==> src/rtl/alu_multicycle.sv <==
// Handshaked execution unit: single-cycle logic/shift/add ops plus a WIDTH-cycle shift-add multiply.
// The result and zero flag are held in registers until the downstream stage accepts them.
module alu_multicycle #(
  parameter int unsigned WIDTH = 32
) (
  input  logic             clk_i,
  input  logic             rst_i,
  input  logic             in_valid_i,
  output logic             in_ready_o,
  input  logic [2:0]       ALUCtrl_i,
  input  logic [WIDTH-1:0] data1_i,
  input  logic [WIDTH-1:0] data2_i,
  output logic             out_valid_o,
  input  logic             out_ready_i,
  output logic [WIDTH-1:0] result_o,
  output logic             zero_o
);

  localparam int unsigned ShW  = $clog2(WIDTH);
  localparam int unsigned CntW = ShW;

  localparam logic [2:0] OpAnd = 3'b000;
  localparam logic [2:0] OpXor = 3'b001;
  localparam logic [2:0] OpSll = 3'b010;
  localparam logic [2:0] OpAdd = 3'b011;
  localparam logic [2:0] OpSub = 3'b100;
  localparam logic [2:0] OpMul = 3'b101;
  localparam logic [2:0] OpSra = 3'b110;

  typedef enum logic [1:0] {
    StIdle,
    StMul,
    StDone
  } state_e;

  state_e            state_q, state_d;
  logic              in_ready_q, in_ready_d;
  logic              out_valid_q, out_valid_d;
  logic [WIDTH-1:0]  result_q, result_d;
  logic              zero_q, zero_d;
  logic [WIDTH-1:0]  acc_q, acc_d;
  logic [WIDTH-1:0]  mcand_q, mcand_d;
  logic [WIDTH-1:0]  mplier_q, mplier_d;
  logic [CntW-1:0]   cnt_q, cnt_d;

  logic [ShW-1:0]    shamt;
  logic [WIDTH-1:0]  alu_res;
  logic [WIDTH-1:0]  acc_step;

  assign shamt = data2_i[ShW-1:0];

  always_comb begin
    alu_res = '0;
    case (ALUCtrl_i)
      OpAnd:   alu_res = data1_i & data2_i;
      OpXor:   alu_res = data1_i ^ data2_i;
      OpSll:   alu_res = data1_i << shamt;
      OpAdd:   alu_res = data1_i + data2_i;
      OpSub:   alu_res = data1_i - data2_i;
      OpSra:   alu_res = $signed(data1_i) >>> shamt;
      // Reserved code, and MUL which never uses this path, yield zero.
      default: alu_res = '0;
    endcase
  end

  assign acc_step = mplier_q[0] ? (acc_q + mcand_q) : acc_q;

  always_comb begin
    state_d  = state_q;
    result_d = result_q;
    zero_d   = zero_q;
    acc_d    = acc_q;
    mcand_d  = mcand_q;
    mplier_d = mplier_q;
    cnt_d    = cnt_q;

    case (state_q)
      StIdle: begin
        if (in_valid_i) begin
          if (ALUCtrl_i == OpMul) begin
            acc_d    = '0;
            mcand_d  = data1_i;
            mplier_d = data2_i;
            cnt_d    = '0;
            state_d  = StMul;
          end else begin
            result_d = alu_res;
            zero_d   = (alu_res == '0);
            state_d  = StDone;
          end
        end
      end
      StMul: begin
        acc_d    = acc_step;
        mcand_d  = mcand_q << 1;
        mplier_d = mplier_q >> 1;
        cnt_d    = cnt_q + 1'b1;
        // The WIDTH-th iteration commits its own sum straight into the result register.
        if (cnt_q == CntW'(WIDTH - 1)) begin
          result_d = acc_step;
          zero_d   = (acc_step == '0);
          cnt_d    = '0;
          state_d  = StDone;
        end
      end
      StDone: begin
        if (out_ready_i) begin
          state_d = StIdle;
        end
      end
      default: state_d = StIdle;
    endcase

    in_ready_d  = (state_d == StIdle);
    out_valid_d = (state_d == StDone);
  end

  always_ff @(posedge clk_i) begin
    if (rst_i) begin
      state_q     <= StIdle;
      in_ready_q  <= 1'b1;
      out_valid_q <= 1'b0;
      result_q    <= '0;
      zero_q      <= 1'b1;
      acc_q       <= '0;
      mcand_q     <= '0;
      mplier_q    <= '0;
      cnt_q       <= '0;
    end else begin
      state_q     <= state_d;
      in_ready_q  <= in_ready_d;
      out_valid_q <= out_valid_d;
      result_q    <= result_d;
      zero_q      <= zero_d;
      acc_q       <= acc_d;
      mcand_q     <= mcand_d;
      mplier_q    <= mplier_d;
      cnt_q       <= cnt_d;
    end
  end

  assign in_ready_o  = in_ready_q;
  assign out_valid_o = out_valid_q;
  assign result_o    = result_q;
  assign zero_o      = zero_q;

  a_ready_valid_excl: assert property (@(posedge clk_i) disable iff (rst_i)
    !(in_ready_q && out_valid_q));

  a_result_held: assert property (@(posedge clk_i) disable iff (rst_i)
    (out_valid_q && !out_ready_i) |=> ($stable(result_q) && $stable(zero_q) && out_valid_q));

endmodule

==> config.mk <==
export PLATFORM = sky130hd
export DESIGN_NAME = alu_multicycle
export DESIGN_NICKNAME = d
export VERILOG_FILES = /design/src/rtl/alu_multicycle.sv
export SDC_FILE = /design/constraint.sdc
export NUM_CORES = 1
export LEC_CHECK = 0
export CAP_MARGIN = 20
export CELL_PAD_IN_SITES_DETAIL_PLACEMENT = 1
export CELL_PAD_IN_SITES_GLOBAL_PLACEMENT = 1
export CORE_MARGIN = 8
export CORE_UTILIZATION = 35
export DETAILED_ROUTE_END_ITERATION = 12
export GPL_TIMING_DRIVEN = 0
export PLACE_DENSITY_LB_ADDON = 0.1
export REMOVE_ABC_BUFFERS = 1
export SLEW_MARGIN = 15
export SYNTH_ARGS = -nofsm -noshare
export SYNTH_HDL_FRONTEND = slang
export SYNTH_SLANG_ARGS = --single-unit
==> constraint.sdc <==
create_clock -name clk_i -period 7.9 [get_ports clk_i]
set_input_delay 0.79 -clock clk_i [delete_from_list [all_inputs] [get_ports clk_i]]
set_output_delay 0.79 -clock clk_i [all_outputs]
set_load 0.005 [all_outputs]
* After elaboration in Yosys (flattened, before gate mapping)
Cells that the tools add are included.
Storage, ports and cells: register bits after elaboration 138, output and inout bits 35
Operators by class: add/subtract/negate cells 4, equal/unequal tests 14, shift operators 2, multiplexer cells 28, bitwise gates (word level) 2, reductions and logical operators 8
Operators by type and width (number):
- $mux 32 | 10
- $pmux 32 s2 | 4
- $pmux 32 s6 | 1
- $add 32x32->32 | 2
- $logic_not 32->1 | 2
- $and 32x32->32 | 1
- $shl 32x5->32 | 1
- $sshr 32x5->32 | 1
- $sub 32x32->32 | 1
- $xor 32x32->32 | 1
- $mux 5 | 3
- $pmux 5 s2 | 1
- $eq 3x3->1 const B | 3
- $mux 2 | 4
- $ne 2x2->1 const B | 4
- $eq 3x2->1 const B | 2
- $pmux 2 s3 | 1
- $add 5x1->5 const B | 1
- $eq 5x5->1 const B | 1
- $eq 2x2->1 const B | 2
- $logic_not 2->1 | 2
- $reduce_and 4->1 | 1
- $eq 3x1->1 const B | 1
- $logic_not 3->1 | 1
- 5 further kinds | 7

* Longest topological paths before layout
word-level depth 6, gate-level depth with buffers 26, gate-level depth less buffers 21

* Worst setup path after synthesis
Ideal clock, no wire load.
kind input-to-reg, from input port data2_i[0], to register zero_q, in the netlist zero_o, library setup time 0.057 ns, arrival time 6.533 ns, required time 7.843 ns, path slack 1.311 ns, stages 24, buffers on the path 4, cell sequence buf_6 > inv_2 > buf_1 > buf_1 > ha_1 > nand2_1 > nor2_1 > nand3b_1 > or4b_2 > nor4_1 > nor2_1 > xnor2_1 > ha_1 > clkbuf_1 > and4_1 > nand4_1 > and3_1 > o21ai_0 > nand4b_1 > or4_1 > or4_1 > or4_1 > o31ai_1 > o32a_2
Between the ends: word-level cells in the longest chain between the ends 6
RTL lines:
- start, declared | line 12 | input logic [WIDTH-1:0] data2_i,
- $sub 32x32->32, or another cell as far along | line 59 | OpSub: alu_res = data1_i - data2_i;
- $pmux 32 s6 * | line 54 | case (ALUCtrl_i)
- $logic_not 32->1 * | line 88 | zero_d = (alu_res == '0);
- $mux 1 * | line 80 | if (ALUCtrl_i == OpMul) begin
- $mux 1 * | line 79 | if (in_valid_i) begin
- $pmux 1 s2 * | line 77 | case (state_q)
- end signal, assigned | line 134 | zero_q <= zero_d;
- end, declared | line 40 | logic zero_q, zero_d;
Every way passes the cells marked *; elsewhere a longest branch is shown, timed or not. The select of a mux whose other input is x is not followed. A chain may end at the register's enable or synchronous reset.

* Final worst setup path
Same ends and word-level chain as after synthesis.

==> reports/results.md <==
Final layout
- 12090 sq um — area occupied by multi-input gates
- 2239 — final layout net count
- 8.698% — share of layout cells above drive strength 1
- 17730 sq um — Design Area, Final
- 13.73% — Layout area overhead
- 0 — total inserted antenna cells
- 5486 — number of inserted filler cells in the final layout
- 2764 sq um — register area
- 2673 — non-filler cells in the finished layout

Critical path
- 7.97 ns — arrival time reported for the critical path endpoint
- sky130_fd_sc_hd__or4b_2 — slowest CP cell
- 0.77 ns — slowest cell delay on critical path
- 13 — R2R cell count
- 58 — worst-path fanout max
- acc_q[0] — R2R Path Start
- data2_i[0] — launching element of the worst setup path
- in2reg — Worst Path Class, Setup
- 8.33 ns — Worst Path Required
- sky130_fd_sc_hd__or4_1 — most numerous cell on the critical path
- buf_4, buf_16, clkinv_2, ha_1, nand2_1, nor2_1, nand3b_1, or4b_2, nor4_1, nor2_1, xnor2_1, ha_1, and4_1, nand4_1, nor3_1, a211oi_1, o2111a_1, nand4b_1, or4_1, or4_1, or4_1, o31ai_1, o32a_2 — crit-path cells
- input pin — Startpoint Class
- flop — capturing element type of the critical path

Clock network
- 0.50 ns — clock network latency to the later pin of the worst-skew pair
- 0 — Post-CTS Hold Buffers
- 2 — number of buffers on the longest clock path
- 0.06 ns — Clk pin slew, worst setup/hold paths
- 17 — number of buffers created by CTS
- 4 — count of H-tree levels built during CTS
- 138 — number of clock sinks seen by CTS
- sky130_fd_sc_hd__clkbuf_16 — clock tree root driver cell
- 0 — number of buffers added for setup after CTS
- done — CTS tree

Die
- 227.1 um — horizontal die dimension
- 35.34% — initial cell density of the core
- 106 — top-level port count
- 44120 sq um — area of the core
- 77 — number of core rows
- 227.1 um — overall die height
- 51560 sq um — die area

Drt
- 0 — count of unresolved DRC violations after routing
- 26.38 um — mean routed wirelength per cell
- 16.82k — Via Count
- 6.293 — vias per inst
- 1226 — number of DRC markers in iteration 0
- 70.52 mm — sum of routed wire length over all layers
- 0 — number of nets with antenna violations after detailed routing
- 5 — length of the first detailed-routing pass in iterations

Synth
- sky130_fd_sc_hd__dfxtp_1 — prevailing post-synth register cell
- 15590 sq um — netlist area before placement
- 0 — Post-synth EDFFs
- 306 x sky130_fd_sc_hd__nand2_1, 236 x sky130_fd_sc_hd__nor2_1, 187 x sky130_fd_sc_hd__a21oi_1 — leading post-synthesis cells by instance count
- sky130_fd_sc_hd__dfxtp_1 18%, sky130_fd_sc_hd__ha_1 7.9%, sky130_fd_sc_hd__mux2i_1 7.7% — top post-synthesis cells by area
- sky130_fd_sc_hd__nand2_1 — leading cell type by number of instances after synthesis
- 80 — distinct cell type count after synthesis
- 138 — flops & latches, synth
- sky130_fd_sc_hd__dfxtp_1 — Synth area leader
- 17.72% — share of synthesized area occupied by flip-flops and latches
- 17.72% — area share of the largest cell type after synthesis
- 0 — Synth Warn #
- 7.439 sq um — average cell area after synthesis
- 2096 — cells after synthesis
- 0% — post-synthesis async set-or-reset flop share

STA
- false — RSZ-0062 raised after global routing
- 0.01859 ns — Worst Skew
- 0.4478 ns — Min Hold Slack
- 0 — Final Max Tran Viols
- 1.194 ns — Slew @ Worst Pin
- 0 — total of endpoints with negative setup slack in the final report
- 95.38% — period utilization
- 0 — number of endpoints with negative hold slack in the final report
- 7.535 ns — final critical-path required period
- 0 ns — total negative slack
- 0.3651 ns — crit path setup slack, layout
- 20.15% — max_slew headroom
- 0.1327 GHz — highest clock rate

Global routing
- 16.91k — via count of the first global-routing pass
- 0 — overflow left after global routing
- 27.11% — aggregate global-route resource usage
- 88 — largest net degree at the start of global routing
- 0 — number of antenna violations at the first check in global routing
- 106.6 mm — wire length of the first global-routing pass

Place
- 53.04 mm — sum of net half-perimeters after detailed placement
- 2641 — Cell Count Post-Placement
- 105 — IO Port Bufs
- 17130 sq um — dpl cell area
- -0.2532 ns — Setup WS pre-CTS
- 0.9481 — gpl congestion

Power
- 0.006818 uW — static power due to leakage
- 146.1 nW/um^2 — PD cells
- 0.09731 mV — worst ir drop on vdd

Run
- 0 — maximum capacitance violations

Status
- completed — result of the run

Hold path
- result_o[15] — hold_sp
- reg2reg — hold crit path type
- 2 — worst hold path depth

## kinds of logic after synthesis
kind of cell / synth area share, %
and+or+nand+nor: 22.36
AOI/OAI and AO/OA: 25.70
muxes: 16.63
buffers and inverters: 5.200
DFF: 17.72
adders and majority gates: 8.121
xor gates and xnor gates: 4.269
## metal layers
metal  global-route usage [%]  wire, um  vias to the layer above
met2                    43.68     32410                      522
met3                    4.663      3670                      139
met4                    11.13      2764                        0
met5                        0         0                        -
li1                         -         -                     7735
met1                    35.63     31670                     8426
## where the power goes
part / switching [uW] / total (uW) / internal (uW)
combinational: 616 / 980 / 364
sequential: 21.9 / 748 / 726
clock: 385 / 863 / 478
total: 1020 / 2590 / 1570
## critical path, delay by kind of cell
kind | cells | cell delay [ns]
adder cells (fa/ha/maj) | 2 | 0.78
buffers and inverters | 3 | 0.89
AND/OR/NAND/NOR | 13 | 4.41
XOR/XNOR | 1 | 0.15
AO/OA/AOI/OAI | 4 | 0.90
## final timing paths
| path | endpoint | slack (ns) |
|---|---|---|
| setup / recovery | zero_o | 0.37 |
| hold / removal | result_o[15] | 0.45 |
| setup reg to reg | zero_o | 2.97 |
| hold reg to reg | result_o[15] | 0.45 |
## state kept, by name, summed over array words and instances (netlist names)
name         cells
zero_o           1
cnt_q            5
result_o        32
mplier_q        32
out_valid_o      1
state_q          2
mcand_q         32
acc_q           32
in_ready_o       1
## placed cells by master, fill, tap and decap left out, types with 35 or more instances in the layout
master	count
sky130_fd_sc_hd__dfxtp_1	137
sky130_fd_sc_hd__mux2i_1	120
sky130_fd_sc_hd__a211oi_1	36
sky130_fd_sc_hd__mux2_2	47
sky130_fd_sc_hd__nand2_1	306
sky130_fd_sc_hd__a21oi_1	185
sky130_fd_sc_hd__a311oi_1	66
sky130_fd_sc_hd__nand3_1	45
sky130_fd_sc_hd__mux4_2	36
sky130_fd_sc_hd__xor2_1	35
sky130_fd_sc_hd__ha_1	98
sky130_fd_sc_hd__nor2_1	235
sky130_fd_sc_hd__xnor2_1	41
sky130_fd_sc_hd__o21ai_0	91
sky130_fd_sc_hd__clkdlybuf4s50_1	98
## metrics by stage
step | utilization [%] | power (uW)
3_5_place_dp | 38.83 | 1724
4_1_cts | 40.19 | 2603
5_1_grt | 40.19 | 2710
2_1_floorplan | - | 1285
6_report | 40.19 | 2591
3_3_place_gp | 37.73 | 1710
## what timing repair did
| action | 4_1_cts | 5_1_grt |
|---|---|---|
| setup endpoints to repair | 0 | 1 |
| gates resized for setup | 0 | 1 |
| endpoints found under the hold margin | 0 | 0 |
## cell type report
class / instances / share of cell area, %
Tap cell: 592 / 4.177
Inverter: 20 / 0.4304
Sequential cell: 138 / 15.59
Clock buffer: 18 / 2.477
Timing Repair Buffer: 129 / 8.276
Multi-Input combinational cell: 1762 / 68.15
Clock inverter: 14 / 0.9031
No activity file was read; power rests on OpenSTA's default activity.
